===== src/rtl/sc_proc_fetch.sv =====
// Single-cycle processor fetch stage: requests instruction words from imem,
// holds the decoded fields stable, and strobes lock once per committed instruction.
module sc_proc_fetch #(
    parameter int unsigned      DBITS        = 32,
    parameter int unsigned      OP_BIT_WIDTH = 4,
    parameter logic [DBITS-1:0] START_PC     = '0
) (
    input  logic                    clk,
    input  logic                    reset_n,
    input  logic                    run,
    output logic                    imem_req,
    output logic [DBITS-1:0]        imem_addr,
    input  logic                    imem_ack,
    input  logic [31:0]             imem_rdata,
    input  logic                    useImmPc,
    input  logic [DBITS-1:0]        pcIn,
    output logic                    lock,
    output logic [DBITS-1:0]        pcOut,
    output logic [OP_BIT_WIDTH-1:0] op1,
    output logic [OP_BIT_WIDTH-1:0] op2,
    output logic [3:0]              rd,
    output logic [3:0]              rs1,
    output logic [3:0]              rs2,
    output logic [DBITS-1:0]        imm32,
    output logic [31:0]             instRetired
);

    localparam int unsigned IW = 32;
    localparam int unsigned CW = 32;

    localparam logic [1:0] IDLE   = 2'd0;
    localparam logic [1:0] FETCH  = 2'd1;
    localparam logic [1:0] COMMIT = 2'd2;

    logic [1:0]       stateReg;
    logic [1:0]       stateNext;
    logic             loadIr;
    logic             commitNow;

    logic [DBITS-1:0] pcReg;
    logic [DBITS-1:0] pcNext;
    logic [DBITS-1:0] redirectPc;
    logic [IW-1:0]    irReg;
    logic [DBITS-1:0] pcOutReg;
    logic [CW-1:0]    retiredReg;
    logic             imemReqReg;
    logic             lockReg;

    // State register
    always_ff @(posedge clk or negedge reset_n) begin
        if (!reset_n) begin
            stateReg <= IDLE;
        end else begin
            stateReg <= stateNext;
        end
    end

    // Next-state logic; ack only matters while the request is outstanding
    always_comb begin
        stateNext = stateReg;
        loadIr    = 1'b0;
        commitNow = 1'b0;
        case (stateReg)
            IDLE: begin
                if (run) begin
                    stateNext = FETCH;
                end
            end
            FETCH: begin
                if (imem_ack) begin
                    loadIr    = 1'b1;
                    stateNext = COMMIT;
                end
            end
            COMMIT: begin
                commitNow = 1'b1;
                stateNext = run ? FETCH : IDLE;
            end
            default: begin
                stateNext = IDLE;
            end
        endcase
    end

    // Redirect targets are forced word-aligned
    assign redirectPc = pcIn & ~DBITS'(3);
    assign pcNext     = useImmPc ? redirectPc : pcReg + DBITS'(4);

    // Request and commit strobes registered from the next state
    always_ff @(posedge clk or negedge reset_n) begin
        if (!reset_n) begin
            imemReqReg <= 1'b0;
            lockReg    <= 1'b0;
        end else begin
            imemReqReg <= (stateNext == FETCH);
            lockReg    <= (stateNext == COMMIT);
        end
    end

    // Architectural state: pc, instruction register, return address, retire count
    always_ff @(posedge clk or negedge reset_n) begin
        if (!reset_n) begin
            pcReg      <= START_PC;
            irReg      <= '0;
            pcOutReg   <= START_PC + DBITS'(4);
            retiredReg <= '0;
        end else begin
            if (loadIr) begin
                irReg    <= imem_rdata;
                pcOutReg <= pcReg + DBITS'(4);
            end
            if (commitNow) begin
                pcReg      <= pcNext;
                retiredReg <= retiredReg + CW'(1);
            end
        end
    end

    assign imem_req    = imemReqReg;
    assign imem_addr   = pcReg;
    assign lock        = lockReg;
    assign pcOut       = pcOutReg;
    assign instRetired = retiredReg;

    // Decode fields are slices of the held instruction word
    assign op1   = OP_BIT_WIDTH'(irReg[31:28]);
    assign op2   = OP_BIT_WIDTH'(irReg[27:24]);
    assign rd    = irReg[23:20];
    assign rs1   = irReg[19:16];
    assign rs2   = irReg[15:12];
    assign imm32 = {{(DBITS-16){irReg[15]}}, irReg[15:0]};

endmodule


===== config.mk =====
export PLATFORM = sky130hd
export DESIGN_NAME = sc_proc_fetch
export DESIGN_NICKNAME = d
export VERILOG_FILES = /design/src/rtl/sc_proc_fetch.sv
export SDC_FILE = /design/constraint.sdc
export NUM_CORES = 1
export LEC_CHECK = 0
export BUFFER_PORTS_ARGS = -buffer_cell sky130_fd_sc_hd__clkbuf_2
export CAP_MARGIN = 20
export CORE_MARGIN = 1.5
export CORE_UTILIZATION = 50
export CTS_CLUSTER_SIZE = 20
export DETAILED_ROUTE_END_ITERATION = 10
export GPL_TIMING_DRIVEN = 0
export PLACE_DENSITY_LB_ADDON = 0.12
export SETUP_SLACK_MARGIN = 0.1
export SYNTH_ARGS = -nofsm -noshare
export SYNTH_HDL_FRONTEND = slang
export SYNTH_SLANG_ARGS = --single-unit

===== constraint.sdc =====
create_clock -name clk -period 4.51 [get_ports clk]
set_input_delay 0.902 -clock clk [delete_from_list [all_inputs] [get_ports clk]]
set_output_delay 0.902 -clock clk [all_outputs]
set_load 0.02 [all_outputs]

==> metrics.yaml <==
fin_cells: 1082
crit_family: "simple AND/OR/NAND/NOR gates"
grt_pass1_wl_mm: 27.6
ys_seq_area_share_pct: 51.3
netlist_area_um2: 6240
io-pin-count: 219
gr-total-overflow: 0
cp-end-kind: "flip-flop"
synth_top_area_share_pct: 50.9
path_buf_inv: 0
clock-sinks: 128
setup_viol: 0
cts_resized: 0
path_cells: "ha_1, nand3_1, nor4_1, nand4_1, a21oi_1, a2bb2oi_1"
drtPass1Iterations: 5
grt_max_degree: 84
diodes: 0
dieArea_um2: 13200
slowest_stage: "nor4_1"
drive_above_1_share_pct: 30.9
fp.dieW_um: 115
tightest_slew_ns: 0.815
cts_root_buffer: "clkbuf_16"
core_um2: 12100
vias: 5721
fin_skew_ns: 0.00650
dp.cells: 1050
ys_ff_latch: 128
fin_tns_setup_ns: 0
p_per_area_nw_per_um2: 573
start_kind: "flip-flop"
cts_max_path_buffers: 2
insertion_delay_ns: 0.42
fin_crit_sh_pct: 57.7
layout_min_cycle_time_ns: 2.60
routed_wl_mm: 17.3
grt_usage_pct: 27.3
start_util_pct: 51.5
fmax_ghz: 0.384
yosys_most_used_dff: "dfrtp_1"
maxCapViolations: 0
drtAntennaViolNets: 0
rsz0062_at_grt: "no"
leakage_nw: 4.09
cp.required_ns: 4.85
cts_tree: "built"
status: "finished clean"
synthCells: 666
synthArstFlopShare_pct: 100
via_per_inst: 5.29
drt-initial-drc-count: 399
portBuffers: 212
grt_pass1_vias: 5530
wire_per_inst_um: 16.0
hold_viol_final: 0
synth.largest_area_cell: "dfrtp_1"
critPathKind: "reg2reg"
holdCritPathClass: "in2async"
irDropWorstVdd_mv: 0.353
utilization_pct: 67.2
drc: 0
layout.nets: 972
clk_pin_slew_worst_paths_ns: 0.06
yosysWarningCount: 0
synth.area.top_cells: "dfrtp_1 51%, nand2_1 9.9%, xnor2_1 5.9%, o21ai_0 4.0%, buf_4 3.0%"
hold_buffers: 0
synth_area_per_cell_um2: 9.37
maxSlewHeadroom_pct: 45.1
critical-path-max-stage-delay_ns: 0.77
report.final.slew_viol_count: 0
area_growth_pct: 30.4
cts_setup_buffers: 0
synth_edf_count: 0
cp.arrival_ns: 2.94
h-tree-depth: 4
grt_antenna_before_repair: 0
cts_buffers: 17
ys_types: 50
dp_hpwl_mm: 12.6
row_count: 40
place_congestion: 0.866
crit_fanout: 9
dieHeight_um: 115
[flip-flops by register name (all words and copies together), names as in the netlist]
signal / count
instRetired: 32
irReg: 32
imem_addr: 30
pcOut: 30
stateReg: 2
imem_req: 1
lock: 1
[synth_stat cells, types with 2 or more instances]
| master | count |
|---|---|
| a21oi_1 | 18 |
| a22oi_1 | 4 |
| a2bb2oi_1 | 5 |
| a31oi_1 | 8 |
| and2_1 | 4 |
| and3_1 | 18 |
| and4_1 | 7 |
| buf_1 | 4 |
| buf_2 | 3 |
| buf_4 | 25 |
| clkbuf_1 | 28 |
| dfrtp_1 | 127 |
| ha_1 | 2 |
| inv_1 | 7 |
| mux2_2 | 2 |
| nand2_1 | 164 |
| nand3_1 | 27 |
| nand4_1 | 22 |
| nor2_1 | 17 |
| nor3_1 | 13 |
| nor3b_1 | 2 |
| nor4_1 | 4 |
| nor4_4 | 3 |
| o21a_1 | 7 |
| o21ai_0 | 50 |
| o21ai_1 | 2 |
| o22a_1 | 6 |
| o22ai_1 | 5 |
| or4_1 | 4 |
| xnor2_1 | 42 |
| xor2_1 | 17 |
[stage by stage]
step,hold WS (ns),cell area (um^2),power [mW],setup slack [ns]
floorplan,0.513,6250,2.73,2.39
global placement,0.458,7530,3.29,0.533
detailed placement,0.464,7560,3.34,1.91
CTS,0.431,8140,4.70,1.93
global route,0.453,8140,4.91,1.73
finish,0.427,8140,4.66,1.91
[report_power, final]
part	internal (mW)	total [mW]	switching, mW
Combinational	0.570	1.57	1.00
Clock	0.869	1.35	0.483
Sequential	1.45	1.74	0.292
[cell families (layout without fill, tap and decap cells)]
family / after synthesis / in the layout / share of synthesized area, %
AO/OA/AOI/OAI: 108 / 108 / 10.2
buffers and inverters: 69 / 314 / 5.73
other: 1 / 4 / 0.0601
XOR/XNOR: 59 / 59 / 8.28
AND/OR/NAND/NOR: 296 / 296 / 23.5
multiplexers: 3 / 3 / 0.521
adder cells (fa/ha/maj): 2 / 2 / 0.401
flip-flops: 128 / 128 / 51.3
[per-layer routing]
metal	track usage (%)	part of all wire, %
met3	5.80	6.1
met5	0	0
met4	12.4	2.9
met2	44.7	49
met1	35.0	42
[final timing paths]
kind                            startpoint               to  slack, ns  depth (start not counted)
setup reg to reg              imem_addr[2]    imem_addr[26]       1.91                          6
min in group clk           instRetired[31]  instRetired[31]       0.47                          1
hold / removal                     reset_n        irReg[17]       0.43                          1
setup / recovery              imem_addr[2]    imem_addr[26]       1.91                          6
max in group asynchronous          reset_n    imem_addr[16]       3.37                          2
hold reg to reg            instRetired[31]  instRetired[31]       0.47                          1
[layout by cell type, fill, tap and decap left out, drive strengths merged, types with 6 or more instances in the layout]
| master | netlist | final |
|---|---|---|
| a21oi | 18 | 18 |
| a31oi | 8 | 8 |
| and3 | 18 | 18 |
| and4 | 7 | 7 |
| buf | 32 | 33 |
| clkbuf | 29 | 267 |
| dfrtp | 127 | 127 |
| inv | 7 | 7 |
| nand2 | 164 | 164 |
| nand3 | 28 | 28 |
| nand4 | 23 | 23 |
| nor2 | 17 | 17 |
| nor3 | 15 | 15 |
| nor4 | 8 | 8 |
| o21a | 7 | 7 |
| o21ai | 52 | 52 |
| o22a | 6 | 6 |
| xnor2 | 42 | 42 |
| xor2 | 17 | 17 |
[area by class of cell]
type | instances | area [um^2]
sequential | 128 | 3200
fill | 1060 | 3970
tap | 168 | 210
multi-input combinational | 472 | 2690
buffer | 61 | 328
clock buffer | 26 | 499
clock inverter | 6 | 82.6
inverter | 8 | 30.0
timing repair buffer | 213 | 1100
(Power assumes the default switching activity.)
